**src/rtl/decode_hazard_ctrl_pkg.sv**
```systemverilog
// Shared definitions for the LC-3b decode hazard controller: FSM encoding and sizing defaults.
package decode_hazard_ctrl_pkg;

  localparam int unsigned NREG_DEF         = 8;
  localparam int unsigned MAX_INFLIGHT_DEF = 3;
  localparam int unsigned REG_ID_W         = 3;

  typedef enum logic {
    ST_IDLE    = 1'b0,
    ST_BR_WAIT = 1'b1
  } br_state_e;

endpackage

```
**src/rtl/decode_hazard_ctrl_sb_counter.sv**
```systemverilog
// Saturating up/down pending-write counter; err flags an overflow or underflow attempt.
module sb_counter #(
  parameter int unsigned CNT_W        = 2,
  parameter int unsigned MAX_INFLIGHT = 3
) (
  input  logic clk,
  input  logic rst_n,
  input  logic inc,
  input  logic dec,
  output logic busy,
  output logic err
);

  localparam logic [CNT_W-1:0] CntMax = CNT_W'(MAX_INFLIGHT);

  logic [CNT_W-1:0] cnt_q, cnt_d;

  // Simultaneous inc and dec cancel: one write enters as another retires.
  always_comb begin
    cnt_d = cnt_q;
    err   = 1'b0;
    if (inc && !dec) begin
      if (cnt_q == CntMax) err = 1'b1;
      else                 cnt_d = cnt_q + CNT_W'(1);
    end else if (dec && !inc) begin
      if (cnt_q == '0) err = 1'b1;
      else             cnt_d = cnt_q - CNT_W'(1);
    end
  end

  always_ff @(posedge clk or negedge rst_n) begin
    if (!rst_n) cnt_q <= '0;
    else        cnt_q <= cnt_d;
  end

  assign busy = |cnt_q;

endmodule

```
**src/rtl/decode_hazard_ctrl.sv**
```systemverilog
// Decode-stage scoreboard hazard/issue controller with branch-wait FSM.
// Optional HAZARD_STATS_EN adds 16-bit saturating stall/issue statistics ports.
module decode_hazard_ctrl
  import decode_hazard_ctrl_pkg::*;
#(
  parameter int unsigned NREG         = NREG_DEF,
  parameter int unsigned CNT_W        = 2,
  parameter int unsigned MAX_INFLIGHT = MAX_INFLIGHT_DEF
) (
  input  logic                clk,
  input  logic                rst_n,
  input  logic                de_v,
  input  logic [REG_ID_W-1:0] de_sr1,
  input  logic [REG_ID_W-1:0] de_sr2,
  input  logic                de_sr1_needed,
  input  logic                de_sr2_needed,
  input  logic [REG_ID_W-1:0] de_dr,
  input  logic                de_ld_reg,
  input  logic                de_ld_cc,
  input  logic                de_br_op,
  input  logic                de_br_stall,
  input  logic                mem_stall,
  input  logic                icache_r,
  input  logic                mem_br_done,
  input  logic                sr_v,
  input  logic                sr_ld_reg,
  input  logic                sr_ld_cc,
  input  logic [REG_ID_W-1:0] sr_drid,
  output logic                dep_stall,
  output logic                agex_v,
  output logic                ld_agex,
  output logic                ld_de,
  output logic                ld_pc,
  output logic                br_wait,
  output logic [NREG-1:0]     sb_busy,
  output logic                cc_busy,
  output logic                sb_err
`ifdef HAZARD_STATS_EN
  ,
  output logic [15:0]         stall_dep_cnt,
  output logic [15:0]         stall_br_cnt,
  output logic [15:0]         issue_cnt
`endif
);

  logic [NREG-1:0] reg_inc, reg_dec, reg_err;
  logic            cc_inc, cc_dec, cc_err;
  logic            issue, br_err;
  br_state_e       state_q, state_d;
  logic            sb_err_q, sb_err_d;

  assign dep_stall = de_v & ((de_sr1_needed & sb_busy[de_sr1]) |
                             (de_sr2_needed & sb_busy[de_sr2]) |
                             (de_br_op & cc_busy));
  assign agex_v    = de_v & ~dep_stall;
  assign ld_agex   = ~mem_stall;
  assign issue     = agex_v & ld_agex;
  assign ld_de     = ~mem_stall & ~dep_stall;
  assign ld_pc     = (~mem_stall & ~dep_stall & icache_r & ~(de_v & de_br_stall) &
                      (state_q == ST_IDLE)) | mem_br_done;
  assign br_wait   = (state_q == ST_BR_WAIT);
  assign sb_err    = sb_err_q;

  always_comb begin
    reg_inc = '0;
    reg_dec = '0;
    for (int i = 0; i < NREG; i++) begin
      reg_inc[i] = issue & de_ld_reg & (de_dr == REG_ID_W'(i));
      reg_dec[i] = sr_v & sr_ld_reg & (sr_drid == REG_ID_W'(i));
    end
  end

  assign cc_inc = issue & de_ld_cc;
  assign cc_dec = sr_v & sr_ld_cc;

  for (genvar g = 0; g < NREG; g++) begin : g_reg_cnt
    sb_counter #(
      .CNT_W        (CNT_W),
      .MAX_INFLIGHT (MAX_INFLIGHT)
    ) u_cnt (
      .clk   (clk),
      .rst_n (rst_n),
      .inc   (reg_inc[g]),
      .dec   (reg_dec[g]),
      .busy  (sb_busy[g]),
      .err   (reg_err[g])
    );
  end

  sb_counter #(
    .CNT_W        (CNT_W),
    .MAX_INFLIGHT (MAX_INFLIGHT)
  ) u_cc_cnt (
    .clk   (clk),
    .rst_n (rst_n),
    .inc   (cc_inc),
    .dec   (cc_dec),
    .busy  (cc_busy),
    .err   (cc_err)
  );

  // A second redirect while still waiting is illegal; flag it but keep waiting.
  always_comb begin
    state_d = state_q;
    br_err  = 1'b0;
    unique case (state_q)
      ST_IDLE: begin
        if (issue && de_br_stall) state_d = ST_BR_WAIT;
      end
      ST_BR_WAIT: begin
        if (issue && de_br_stall) br_err = 1'b1;
        if (mem_br_done) state_d = ST_IDLE;
      end
    endcase
  end

  assign sb_err_d = sb_err_q | (|reg_err) | cc_err | br_err;

  always_ff @(posedge clk or negedge rst_n) begin
    if (!rst_n) begin
      state_q  <= ST_IDLE;
      sb_err_q <= 1'b0;
    end else begin
      state_q  <= state_d;
      sb_err_q <= sb_err_d;
    end
  end

`ifdef HAZARD_STATS_EN
  logic [15:0] dep_cnt_q, br_cnt_q, iss_cnt_q;

  always_ff @(posedge clk or negedge rst_n) begin
    if (!rst_n) begin
      dep_cnt_q <= '0;
      br_cnt_q  <= '0;
      iss_cnt_q <= '0;
    end else begin
      if (dep_stall && (dep_cnt_q != 16'hFFFF)) dep_cnt_q <= dep_cnt_q + 16'd1;
      if (br_wait && (br_cnt_q != 16'hFFFF))    br_cnt_q  <= br_cnt_q + 16'd1;
      if (issue && (iss_cnt_q != 16'hFFFF))     iss_cnt_q <= iss_cnt_q + 16'd1;
    end
  end

  assign stall_dep_cnt = dep_cnt_q;
  assign stall_br_cnt  = br_cnt_q;
  assign issue_cnt     = iss_cnt_q;
`endif

endmodule

```
**config.mk**
```make
export PLATFORM = sky130hd
export DESIGN_NAME = decode_hazard_ctrl
export DESIGN_NICKNAME = d
export VERILOG_FILES = /design/src/rtl/decode_hazard_ctrl_pkg.sv /design/src/rtl/decode_hazard_ctrl_sb_counter.sv /design/src/rtl/decode_hazard_ctrl.sv
export SDC_FILE = /design/constraint.sdc
export NUM_CORES = 1
export LEC_CHECK = 0
export CORE_UTILIZATION = 40
export DETAILED_ROUTE_END_ITERATION = 7
export GPL_ROUTABILITY_DRIVEN = 0
export HOLD_SLACK_MARGIN = 0.02
export PLACE_DENSITY_LB_ADDON = 0.15
export SYNTH_ARGS = -nofsm -noshare
export SYNTH_HDL_FRONTEND = slang
export SYNTH_SLANG_ARGS = --single-unit
```
**constraint.sdc**
```tcl
create_clock -name clk -period 2.15 [get_ports clk]
set_input_delay 0.3225 -clock clk [delete_from_list [all_inputs] [get_ports clk]]
set_output_delay 0.3225 -clock clk [all_outputs]
set_load 0.01 [all_outputs]
```
---- Word-level counts from Yosys, hierarchy flattened ----
Cells that the tools add are included.
Widths: inputs -> output; s select.
storage, ports and cells
  bits in registers ....................... 20
  bits in latches ......................... 0
  memory bits (writable) .................. 0
  ROM bits ................................ 0
  input bits .............................. 27
  output and inout port bits .............. 16
  word-level logic and storage cells ...... 269
  memories kept ........................... 0
operators by class
  add/subtract/negate cells ............... 18
  multiply operators ...................... 0
  div/mod/pow operators ................... 0
  $lt $le $gt $ge ......................... 2
  equal/unequal tests ..................... 41
  shift operators ......................... 0
  multiplexer cells ....................... 80
  bitwise logic cells ..................... 41
  reduce and logical (&&, ||, !) cells .... 76
operators with widths
  operator             count
  $mux 2               36
  $mux 1               41
  $and 1x1->1          31
  $reduce_and 3->1     9
  $eq 3x3->1 const B   8
  $logic_and 1x1->1    19
  $add 2x1->2 const B  9
  $eq 2x2->1 const B   9
  $logic_not 1->1      18
  $logic_not 2->1      9
  $ne 2x1->1 const B   9
  $ne 2x2->1 const B   9
  $reduce_bool 2->1    9
  $reduce_or 2->1      9
  $sub 2x1->2 const B  9
  $eq 3x2->1 const B   4
  $lt 3x4->1 const B   2
  $reduce_or 8->1      1
  $bmux 1 s3           2
  $eq 3x1->1 const B   2
  $logic_not 3->1      2
  $or 1x1->1           6
  $not 1->1            4
  $pmux 1 s2           1

---- Longest topological paths before layout ----
Gate-level depths: netlist (run 1).
  depth after elaboration ................. 20
  gate-level depth with buffers ........... 9
  depth with buffers taken out ............ 7

---- Modules after synthesis ----
From an unflattened synthesis (run 1), not the netlist that was laid out.
second synthesis, totals
  cells, all modules ...................... 227
  area, all modules ....................... 1963.1 um2
modules (own cells, without submodules)
  module                                instances  cells an instance  area an instance (um2)  seq. area each (um2)
  sb_counter at g_reg_cnt[0].u_cnt ...  8          18                 160.2                   50.0
  decode_hazard_ctrl                    1          66                 528.0                   50.0
  sb_counter at u_cc_cnt                1          17                 153.9                   50.0

---- Least setup slack after synthesis (run 1) ----
No wires, ideal clock.
  path kind ............................... register -> register
  from .................................... register g_reg_cnt[1].u_cnt.cnt_q[0]
  to ...................................... register sb_err_q (netlist: sb_err)
  setup time .............................. 0.138 ns
  data arrival time ....................... 2.217 ns
  required time ........................... 2.012 ns
  path slack .............................. -0.205 ns
  cell stages (with the launch flop) ...... 10
  path buffers ............................ 2
  clock period less this slack ............ 2.355 ns
  cells stage by stage .................... dfrtp_1 buf_6 nor4b_2 a31oi_1 a32o_1 or3_4 buf_6 o31a_1 a221oi_1 nand4_1
between the ends
  longest elaborated chain between the ends .. 20
  elaborated cells on any way between the ends .. 79
  those cells by class .................... eq/ne (1); mux (26); bitwise (21); reduce/logical (31)
ends and longest elaborated chain
  element                         line                                                RTL
  start, declared                 decode_hazard_ctrl_sb_counter.sv:16                 logic [CNT_W-1:0] cnt_q, cnt_d;
  start signal, assigned          decode_hazard_ctrl_sb_counter.sv:33                 else cnt_q <= cnt_d;
  $reduce_or 2->1                 decode_hazard_ctrl_sb_counter.sv:36                 assign busy = |cnt_q;
  $bmux 1 s3 (on tied branches)   decode_hazard_ctrl.sv:52, decode_hazard_ctrl.sv:53
  $mux 1 (on tied branches)       decode_hazard_ctrl.sv:52, decode_hazard_ctrl.sv:53
  $and 1x1->1 (on tied branches)  decode_hazard_ctrl.sv:52, decode_hazard_ctrl.sv:53
  $or 1x1->1                      decode_hazard_ctrl.sv:52                            assign dep_stall = de_v & ((de_sr1_needed & sb_busy[de_sr1]) |
  $or 1x1->1                      decode_hazard_ctrl.sv:53                            (de_sr2_needed & sb_busy[de_sr2]) |
  $and 1x1->1                     decode_hazard_ctrl.sv:52
  $not 1->1                       decode_hazard_ctrl.sv:55                            assign agex_v = de_v & ~dep_stall;
  (+4 left out)                   --
  $logic_not 1->1                 decode_hazard_ctrl_sb_counter.sv:25                 end else if (dec && !inc) begin
  $logic_and 1x1->1               decode_hazard_ctrl_sb_counter.sv:25
  $mux 1                          decode_hazard_ctrl_sb_counter.sv:25
  $mux 1                          decode_hazard_ctrl_sb_counter.sv:22                 if (inc && !dec) begin
  $reduce_or 8->1                 decode_hazard_ctrl.sv:117                           assign sb_err_d = sb_err_q | (|reg_err) | cc_err | br_err;
  $or 1x1->1 (2 in series)        decode_hazard_ctrl.sv:117
  $or 1x1->1 *                    decode_hazard_ctrl.sv:117
  named net sb_err_d              decode_hazard_ctrl.sv:50                            logic sb_err_q, sb_err_d;
  end signal, assigned            decode_hazard_ctrl.sv:125                           sb_err_q <= sb_err_d;
  end, declared                   decode_hazard_ctrl.sv:50
The timed path passes the listed nets; every way through them passes the cells marked *. The select of a mux whose other input is x is not followed.
A chain may end at the register's enable or synchronous reset.

---- Worst setup path after layout (run 1) ----
  from .................................... input port sr_v
  to ...................................... register sb_err_q (netlist: sb_err)
between the ends
  longest elaborated chain between the ends .. 9
  elaborated cells on any way between the ends .. 59
  those cells by class .................... mux (18); bitwise (13); reduce/logical (28)
ends and longest elaborated chain
  element                                                      line                                                                      RTL
  start, declared                                              decode_hazard_ctrl.sv:25                                                  input logic sr_v,
  $and 1x1->1 (2 in series)                                    decode_hazard_ctrl.sv:69                                                  reg_dec[i] = sr_v & sr_ld_reg & (sr_drid == REG_ID_W'(i));
  $logic_and 1x1->1 / $logic_not 1->1 (equally long branches)  decode_hazard_ctrl_sb_counter.sv:25, decode_hazard_ctrl_sb_counter.sv:22
  $mux 1 / $logic_and 1x1->1 (equally long branches)           decode_hazard_ctrl_sb_counter.sv:25, decode_hazard_ctrl_sb_counter.sv:22
  $mux 1                                                       decode_hazard_ctrl_sb_counter.sv:22
  $reduce_or 8->1                                              decode_hazard_ctrl.sv:117
  $or 1x1->1                                                   decode_hazard_ctrl.sv:117
  $or 1x1->1 * (2 in series)                                   decode_hazard_ctrl.sv:117
  named net sb_err_d                                           decode_hazard_ctrl.sv:50
The timed path passes the listed nets; every way through them passes the cells marked *.

==> run metrics, run 1 <==
share of the yosys chip area belonging to registers 28.4%; cell area reported after detailed placement 2670 um^2; detailed-route via count 2155; maximum VDD drop 0.000392 V; Max clock buf depth 2; RSZ-0062 raised after global routing yes; final instance area 2950 um^2; time the final worst path needs with I/O delays and setup 2.58 ns; Setup crit end kind register; Simple-Gate Fraction of Synth Area 32.0%; average wire per cell in the routed design 15.6 um; starting utilization of the core area 42.8%; slack of the worst reg-to-reg path -0.30 ns; count of final setup violators 19; dominant combinational cell family by area after synthesis simple AND/OR/NAND/NOR gates; Setup Skew 0.00217 ns; Slew HR 66.4%; fraction of post-synthesis cell area in the top cell type by area 28.4%; xor and xnor fraction of the mapped netlist area 0.498%; reg2reg path depth 8; Ys Warns 0; least setup slack across all paths after layout -0.426 ns; number of max-cap violations 0; WP data arrival 2.70 ns; count of boundary I/O pins 43; crit path cell chain clkdlybuf4s50_1 -> buf_4 -> nand3_1 -> nor3b_1 -> nor3_1 -> nor4_1 -> a31oi_1 -> nor4_1 -> nand4_1; number of buffers inserted during clock tree synthesis 3; sum of net half-perimeters after detailed placement 4330 um; Hold WC Path Type in -> async; power density over the cells 595 nW/um^2; number of global-route vias before repair 1889; slew of the pin with the lowest slew margin 0.502 ns; Max FO, Critical Path 3; Post-Synthesis Cells 227; switching power total 0.000591 W; post-synthesis adder-cell area fraction 0%; largest net degree at the start of global routing 21; wire length of the first global-routing pass 8620 um; clock tree root buffer cell sky130_fd_sc_hd__clkbuf_8; reg2reg end sb_err; number of fill cells 351; post-route DRC violation count 0; height of the chip 68.3 um; post-detailed-routing wire length 5970 um; failing checks setup timing; Syn Std Cell Area 1760 um^2; Core Rows 23; delay contributed by the slowest stage of the critical path 0.58 ns; First-pass DRT Iterations 5; TritonCTS clock tree yes; critical path required time 2.28 ns; residual antenna-violating net count after detailed routing 0; EDFF count, synth 0; leading post-synthesis cells by cell area sky130_fd_sc_hd__dfrtp_1 (28%), sky130_fd_sc_hd__nor3_1 (5.4%), sky130_fd_sc_hd__o21ai_0 (4.5%); run status finished, violations left; internal power of the cells 0.00116 W; part of the power in combinational logic 49.7%; die width 68.3 um; grt total ovfl 0; number of vias per cell after detailed routing 5.61; Tot GR Track Use 24.9%; portion of the clock cycle consumed by the worst path in the final layout 120%; core region area 4120 um^2; clock network power share 22.1%; critical path class in -> reg; proportion of synthesized area in mux cells 1.21%; clock net sink count 20; number of buffers added on ports 42; most frequent cells after synthesis sky130_fd_sc_hd__dfrtp_1 (20), sky130_fd_sc_hd__nor3_1 (19), sky130_fd_sc_hd__inv_1 (17); Die ar. 4670 um^2; final net count 362; Synth Net Count 254; clk slew on worst S/H paths 0.08 ns; Net Sw Frac 33.7%; Leak Pwr 1.25 nW; fraction of synthesis flops using an asynchronous set or reset pin 100%; complex-gate fraction of the synthesized area 28.4%; number of antenna violations at the first check in global routing 0; antenna cells 0; most prevalent standard cell on the critical path sky130_fd_sc_hd__nor4_1; fraction of layout cells with a size suffix above 1 36.8%; number of distinct standard cells referenced by the synthesized netlist 53; Max stage delay cell, worst path sky130_fd_sc_hd__clkdlybuf4s50_1; RR Startpoint g_reg_cnt[1].u_cnt.cnt_q[1]; cts-stage hold buffer count 0; synth-to-layout area growth 67.4%; pre-CTS setup slack -0.928 ns; Post-synth top flop sky130_fd_sc_hd__dfrtp_1; register share of total power 28.3%; Clk Latency, worst-skew pair 0.26 ns; cell with the most instances after synthesis sky130_fd_sc_hd__dfrtp_1; multi-input logic area 1250 um^2; Avg Inst Size Synth 7.76 um^2; Max Fclk 388 MHz; number of storage elements in the synthesis netlist 20; fin. max-slew vios 0; post-synthesis cell type with the largest combined area sky130_fd_sc_hd__dfrtp_1; kind of launch point of the worst setup path input pin; number of failing hold endpoints at the final stage 0; count of H-tree levels built during CTS 1; number of DRC markers after the initial detailed-route iteration 146; sequential standard cell area 500 um^2
## final cells by class
cell class              count  area share [%]
multi-input cells         175            42.4
inverters                  17            2.16
clock inverters             1            1.02
flip-flops and latches     20            17.0
clock buffers               3            1.40
repair buffers            118            34.0
well taps                  50            2.12
## state kept, by name, summed over array words and instances (netlist names)
register	count
g_reg_cnt.u_cnt.cnt_q	16
u_cc_cnt.cnt_q	2
br_wait	1
sb_err	1
## worst max-delay path by stage
stage | from | end | slack (ns) | cells after the start
final | sr_v | sb_err | -0.43 | 9
after global placement | de_sr1[1] | ld_pc | -0.86 | 8
after CTS | g_reg_cnt[1].u_cnt.cnt_q[0] | ld_pc | -0.27 | 7
after global routing | sr_v | sb_err | -0.52 | 9
after detailed placement | de_sr1[1] | ld_pc | -0.93 | 8
after floorplan | g_reg_cnt[4].u_cnt.cnt_q[0] | sb_err | -0.09 | 8
## repair_timing
item / in CTS / in global routing
hold endpoints to repair: 0 / 0
endpoints found under the setup margin: 23 / 22
gates resized for setup: 32 / 28
cloned: 1 / 0
pin swaps: 7 / 8
buffers inserted: 4 / 5
## kinds of logic after synthesis
group	Yosys count
AOI/OAI and AO/OA	73
xor gates and xnor gates	1
buffers and inverters	32
DFF	20
muxes	2
and+or+nand+nor	99
## critical path, delay by kind of cell
family | cells | cell delay, ns
simple gates | 6 | 1.48
buf+inv | 2 | 0.74
compound gates | 1 | 0.16
## stage by stage
step                utilization, %  total power [W]  instances  TNS [ns]  hold slack (ns)
floorplan                        -         0.000892        227    -0.344           0.0269
global placement              64.9          0.00123        371    -12.60            0.525
detailed placement            64.9          0.00125        371    -13.42            0.534
CTS                           67.9          0.00167        379     -2.43            0.402
global route                  71.6          0.00185        384     -4.48            0.452
finish                        71.6          0.00175        384     -2.52            0.396
## power groups by stage
stage	clock (W)	sequential (W)	combinational (W)
floorplan	0	0.000520	0.000372
global placement	0	0.000501	0.000733
detailed placement	0	0.000501	0.000746
CTS	0.000393	0.000497	0.000782
global route	0.000406	0.000505	0.000942
finish	0.000387	0.000496	0.000872
## cell usage in the layout (no fill, tap or decap), types with 5 or more instances in the layout
master and instances:
sky130_fd_sc_hd__buf_4 70, sky130_fd_sc_hd__clkdlybuf4s50_1 34, sky130_fd_sc_hd__dfrtp_1 20, sky130_fd_sc_hd__inv_1 17, sky130_fd_sc_hd__nor3_1 14, sky130_fd_sc_hd__nand2_1 13
sky130_fd_sc_hd__nor2_1 12, sky130_fd_sc_hd__a21oi_1 11, sky130_fd_sc_hd__o21ai_0 10, sky130_fd_sc_hd__buf_6 8, sky130_fd_sc_hd__nor3b_1 7, sky130_fd_sc_hd__nand3_1 6
sky130_fd_sc_hd__o21ai_1 6, sky130_fd_sc_hd__nor4_1 5
## per-layer routing
layer | global-route usage [%] | vias to the layer above | routed length [um]
met4 | 7.29 | 0 | 133
met3 | 2.00 | 12 | 357
li1 | - | 1062 | -
met5 | 0 | - | 0
met2 | 42.9 | 86 | 2910
met1 | 32.7 | 995 | 2570
(Power assumes the default switching activity.)
==> run 2: changes to the inputs <==
Settings changed: CORE_MARGIN from default to 2, SKIP_LAST_GASP from default to 1.
==> run 2 against run 1 <==
Effect of this change:
- hold slack improved by 0.011 ns
- fmax increased by 5.5%
- sequential power increased by 2%
- sequential cell count unchanged
- the run still ends with setup timing left
- clock power decreased by 21%
- first-iteration DRC count decreased by 13%
- wire length about the same
- design area increased by 0.76%
- via count decreased by 1.3%
- worst setup slack improved by 0.13 ns
==> run metrics, run 2 (synthesis results as in run 1) <==
number of DRC markers after the initial detailed-route iteration 127 (-13%); Die ar. 4950 um^2 (+5.9%); fin. max-slew vios 0 (unchanged); count of final setup violators 18 (-1); portion of the clock cycle consumed by the worst path in the final layout 114% (-6.2 points); failing checks setup timing; maximum VDD drop 0.000366 V (-6.8%); Largest register FFs 16 (unchanged); WP data arrival 2.12 ns (-0.58 ns); registers with the most flip-flops g_reg_cnt.u_cnt.cnt_q: 16 flops, u_cc_cnt.cnt_q: 2 flops; RR Startpoint g_reg_cnt[2].u_cnt.cnt_q[0]; number of global-route vias before repair 2162 (+14%); synth-to-layout area growth 68.7%; met3 wirelength from detailed routing 298 um (-17%); most common cell after layout, fill and taps aside sky130_fd_sc_hd__buf_4; kind of launch point of the worst setup path register; clk slew on worst S/H paths 0.09 ns (about the same); detailed-route via count 2126 (-1.3%); Max clock buf depth 2 (unchanged); height of the chip 70.3 um (+2.9%); run status finished, violations left; number of buffers added on ports 42 (unchanged); count of H-tree levels built during CTS 1 (unchanged); die width 70.3 um (+2.9%); critical path class reg -> out; RSZ-0062 raised after global routing yes; critical path required time 1.83 ns (-0.45 ns); routed wl met2 2820 um (-3.1%); largest net degree at the start of global routing 21 (unchanged); Leak Pwr 1.23 nW (-1.7%); Setup crit end kind output port; Slew HR 66.0% (-0.43 points); Tot GR Track Use 24.3% (-0.60 points); final net count 358 (-1.1%); core region area 4290 um^2 (+4.3%); Hold WC Path Type in -> async; Setup Skew 0.00618 ns (+0.00401 ns); slack of the worst reg-to-reg path -0.28 ns (+0.02 ns); slew of the pin with the lowest slew margin 0.506 ns (+0.00370 ns); number of buffers inserted during clock tree synthesis 3 (unchanged); number of failing hold endpoints at the final stage 0 (unchanged); Max FO, Critical Path 3 (unchanged); power density over the cells 573 nW/um^2 (-3.8%); Hold WS 0.407 ns (+0.0110 ns); clock net sink count 20 (unchanged); antenna cells 0 (unchanged); cts-stage hold buffer count 0 (unchanged); commonest cells after routing, fill and taps aside sky130_fd_sc_hd__buf_4 (63), sky130_fd_sc_hd__clkdlybuf4s50_1 (34), sky130_fd_sc_hd__dfrtp_1 (20); average wire per cell in the routed design 15.6 um (+0.61%); grt total ovfl 0 (unchanged); sum of net half-perimeters after detailed placement 4260 um (-1.5%); number of max-cap violations 0 (unchanged); Top Metal Used met4; Clk Latency, worst-skew pair 0.27 ns (about the same); time the final worst path needs with I/O delays and setup 2.44 ns (-0.134 ns); post-route DRC violation count 0 (unchanged); Core Rows 24 (+4.3%); starting utilization of the core area 41.0% (-1.8 points); register with the highest flop count g_reg_cnt.u_cnt.cnt_q; count of boundary I/O pins 43 (unchanged); reg2reg path depth 8 (unchanged); number of vias per cell after detailed routing 5.57 (-0.83%); length of routed wiring on met1 2680 um (+4.1%); residual antenna-violating net count after detailed routing 0 (unchanged); TritonCTS clock tree yes; Max Fclk 410 MHz (+5.5%); setup TNS after final layout -2.92 ns (-0.397 ns); post-detailed-routing wire length 5980 um (about the same); end-of-flow core utilization 69.2% (-2.5 points); number of antenna violations at the first check in global routing 0 (unchanged); clock tree root buffer cell sky130_fd_sc_hd__clkbuf_8; wire length of the first global-routing pass 9650 um (+12%); reg2reg end g_reg_cnt[1].u_cnt.cnt_q[0]; First-pass DRT Iterations 4 (-1); fraction of layout cells with a size suffix above 1 38.8% (+2.0 points); least setup slack across all paths after layout -0.292 ns (+0.134 ns)
## run 2: cell count changes in the layout (fill, tap and decap cells not counted), sizes merged
cell	delta
buf	-4
bufinv	-1
clkbuf	+1
## run 2: how the worst max path moves through the flow
stage	end	depth (start not counted)	from
after global routing	ld_pc	7	g_reg_cnt[2].u_cnt.cnt_q[0]
after global placement	ld_pc	8	de_sr2[0]
final	ld_pc	7	g_reg_cnt[2].u_cnt.cnt_q[0]
after detailed placement	ld_pc	8	de_sr2[0]
after CTS	g_reg_cnt[1].u_cnt.cnt_q[0]	8	g_reg_cnt[4].u_cnt.cnt_q[0]
after floorplan	sb_err	8	g_reg_cnt[4].u_cnt.cnt_q[0]
## run 2: stage by stage
stage | instance area, um^2 | std cells | total power, W | worst slack, ns
after floorplan | 1790 | 227 | 0.000892 | -0.0922
after global placement | 2650 | 370 | 0.00123 | -0.828
after detailed placement | 2650 | 370 | 0.00124 | -0.861
after CTS | 2810 | 381 | 0.00162 | -0.243
after global routing | 2970 | 382 | 0.00180 | -0.396
final | 2970 | 382 | 0.00170 | -0.292
## run 2: critical path, stage by stage, from the launching register on
cell	delay, ns
sky130_fd_sc_hd__dfrtp_1	0.46
sky130_fd_sc_hd__nor3b_2	0.20
sky130_fd_sc_hd__o21bai_1	0.09
sky130_fd_sc_hd__a32o_2	0.28
sky130_fd_sc_hd__or3_4	0.40
sky130_fd_sc_hd__o21ai_2	0.14
sky130_fd_sc_hd__a41o_1	0.15
sky130_fd_sc_hd__buf_2	0.12
## run 2: timing repair
| item | CTS | global route |
|---|---|---|
| gates resized for setup | 40 | 37 |
| gates cloned | 1 | 0 |
| setup buffers | 7 | 3 |
| setup endpoints to repair | 23 | 24 |
| pin swaps | 10 | 18 |
## run 2: final cells by class
| type | instances | area [um^2] |
|---|---|---|
| timing repair buffer | 114 | 982 |
| fill | 347 | 1320 |
| multi-input combinational | 175 | 1300 |
| clock buffer | 4 | 55.1 |
| tap | 52 | 65.1 |
| inverter | 17 | 63.8 |
| sequential | 20 | 500 |
## run 2: metal layers
metal	global-route usage [%]	vias to the layer above
met2	38.9	63
met5	0	-
li1	-	1060
met4	10.3	0
met1	31.9	988
met3	4.47	15
## run 2: power breakdown
group	total, W	internal, W	switching, W
registers	0.000508	0.000440	0.0000682
logic	0.000886	0.000484	0.000403
clock network	0.000307	0.000164	0.000143
==> run 3: changes to the inputs <==
Settings changed: SETUP_SLACK_MARGIN from default to 0.3.
Clock period 2.15 ns to 2.13 ns, I/O delays scaled along.
==> run 3 against run 2 <==
Effect of this change:
- the flow still finishes with violations (setup timing)
- hold slack got worse by 0.012 ns
- global-route usage rose by 0.28 points
- combinational power rose by 7.0%
- largest cell class unchanged
- highest routed layer unchanged
==> run metrics, run 3 (synthesis results as in run 1) <==
slew of the pin with the lowest slew margin 0.435 ns (-0.0707 ns); commonest cells after routing, fill and taps aside sky130_fd_sc_hd__buf_4 (65), sky130_fd_sc_hd__clkdlybuf4s50_1 (26), sky130_fd_sc_hd__dfrtp_1 (20); Max clock buf depth 2 (unchanged); Largest register FFs 16 (unchanged); maximum VDD drop 0.000352 V (-3.7%); Top Metal Used met4; number of antenna violations at the first check in global routing 0 (unchanged); Setup crit end kind output port; power after layout 0.00185 W (+9.0%); number of buffers inserted during clock tree synthesis 3 (unchanged); sum of net half-perimeters after detailed placement 4430 um (+4.0%); Core Rows 24 (unchanged); critical path required time 1.81 ns (-0.02 ns); fin. max-slew vios 0 (unchanged); crit path cell chain nor4b_2 -> a31oi_1 -> a32o_2 -> or3_4 -> o21ai_1 -> a41o_1 -> buf_2; least setup slack across all paths after layout -0.313 ns (-0.0212 ns); post-detailed-routing wire length 6290 um (+5.2%); RSZ-0062 raised after global routing yes; wire length of the first global-routing pass 9680 um (+0.35%); Max Fclk 409 MHz; post-route DRC violation count 0 (unchanged); routed wl met2 3090 um (+9.7%); RR Startpoint g_reg_cnt[1].u_cnt.cnt_q[0]; First-pass DRT Iterations 5 (+1); Tot GR Track Use 24.5% (+0.28 points); Die ar. 4950 um^2 (unchanged); portion of the clock cycle consumed by the worst path in the final layout 115%; Bufs and invs on worst path 1 (unchanged); core region area 4290 um^2 (unchanged); number of buffers added on ports 42 (unchanged); Clk Latency, worst-skew pair 0.27 ns (about the same); number of global-route vias before repair 2057 (-4.9%); clk slew on worst S/H paths 0.08 ns (about the same); antenna cells 0 (unchanged); number of failing hold endpoints at the final stage 0 (unchanged); failing checks setup timing; Max FO, Critical Path 3 (unchanged); most common cell after layout, fill and taps aside sky130_fd_sc_hd__buf_4; Leak Pwr 1.34 nW (+8.4%); number of max-cap violations 0 (unchanged); reg2reg end g_reg_cnt[2].u_cnt.cnt_q[0]; cell depth of the worst setup path 7 (unchanged); number of DRC markers after the initial detailed-route iteration 130 (+2.4%); time the final worst path needs with I/O delays and setup 2.44 ns; kind of launch point of the worst setup path register; delay contributed by the slowest stage of the critical path 0.42 ns (-0.04 ns); count of boundary I/O pins 43 (unchanged); clock tree root buffer cell sky130_fd_sc_hd__clkbuf_8; length of routed wiring on met1 2720 um (+1.7%); starting utilization of the core area 41.0% (unchanged); pre-CTS setup slack -0.879 ns (-0.0175 ns); Finished Layout Cells 392 (+2.6%); run status finished, violations left; fraction of layout cells with a size suffix above 1 40.6% (+1.8 points); power density over the cells 598 nW/um^2 (+4.5%); critical path class reg -> out; number of vias per cell after detailed routing 5.72 (+2.9%); reg2reg path depth 9 (+1); register with the highest flop count g_reg_cnt.u_cnt.cnt_q; Hold WC Path Type in -> async; cell class contributing the biggest share of worst-path delay simple AND/OR/NAND/NOR gates; count of H-tree levels built during CTS 1 (unchanged); met3 wirelength from detailed routing 365 um (+22%); height of the chip 70.3 um (unchanged); Slew HR 70.8% (+4.8 points); TritonCTS clock tree yes; die width 70.3 um (unchanged); residual antenna-violating net count after detailed routing 0 (unchanged); Setup Skew 0.00533 ns (-0.000854 ns); synth-to-layout area growth 75.9%; largest net degree at the start of global routing 21 (unchanged); clock net sink count 20 (unchanged); cell count after placement 374 (+1.1%); grt total ovfl 0 (unchanged); count of final setup violators 23 (+5); WP data arrival 2.12 ns (about the same); Max stage delay cell, worst path sky130_fd_sc_hd__dfrtp_1; average wire per cell in the routed design 16.0 um (+2.5%); registers with the most flip-flops g_reg_cnt.u_cnt.cnt_q: 16 flops, u_cc_cnt.cnt_q: 2 flops; slack of the worst reg-to-reg path -0.31 ns (-0.03 ns); final net count 368 (+2.8%); detailed-route via count 2244 (+5.6%); setup TNS after final layout -4.12 ns (-1.20 ns)
-- run 3: report_power, final --
group          switching (W)  internal [W]
sequential         0.0000620      0.000444
clock               0.000147      0.000252
combinational       0.000428      0.000520
total               0.000637       0.00122
-- run 3: cell type report --
class | count | area [um^2]
Clock inverter | 1 | 30.0
Clock buffer | 3 | 41.3
Sequential cell | 20 | 500
Fill cell | 349 | 1200
Multi-Input combinational cell | 175 | 1300
Timing Repair Buffer | 124 | 1090
Tap cell | 52 | 65.1
Inverter | 17 | 63.8
-- run 3: repair_timing --
item	in CTS	in global routing
gates cloned	0	0
setup endpoints to repair	30	27
hold buffers	0	0
pin swaps	22	21
resized for setup	73	23
setup buffers	10	4
endpoints found under the hold margin	0	0
-- run 3: worst max-delay path by stage --
| stage | from | slack (ns) | end |
|---|---|---|---|
| after floorplan | g_reg_cnt[4].u_cnt.cnt_q[0] | -0.11 | sb_err |
| after global placement | de_sr2[0] | -0.85 | ld_pc |
| after detailed placement | de_sr2[0] | -0.88 | ld_pc |
| final | g_reg_cnt[1].u_cnt.cnt_q[0] | -0.31 | ld_pc |
| after CTS | g_reg_cnt[1].u_cnt.cnt_q[0] | -0.31 | ld_pc |
| after global routing | g_reg_cnt[4].u_cnt.cnt_q[1] | -0.43 | sb_err |
-- run 3: layer usage --
| layer | global-route usage (%) | up-vias |
|---|---|---|
| li1 | - | 1085 |
| met1 | 33.2 | 1071 |
| met2 | 40.8 | 77 |
| met3 | 3.17 | 11 |
| met4 | 7.05 | 0 |
| met5 | 0 | - |
-- run 3: through the flow --
step	area (um^2)	hold slack (ns)	util, %
after floorplan	1790	0.0239	-
final	3100	0.395	72.1
after global placement	2680	0.511	62.4
after detailed placement	2680	0.530	62.4
after global routing	3100	0.426	72.1
after CTS	2980	0.403	69.4
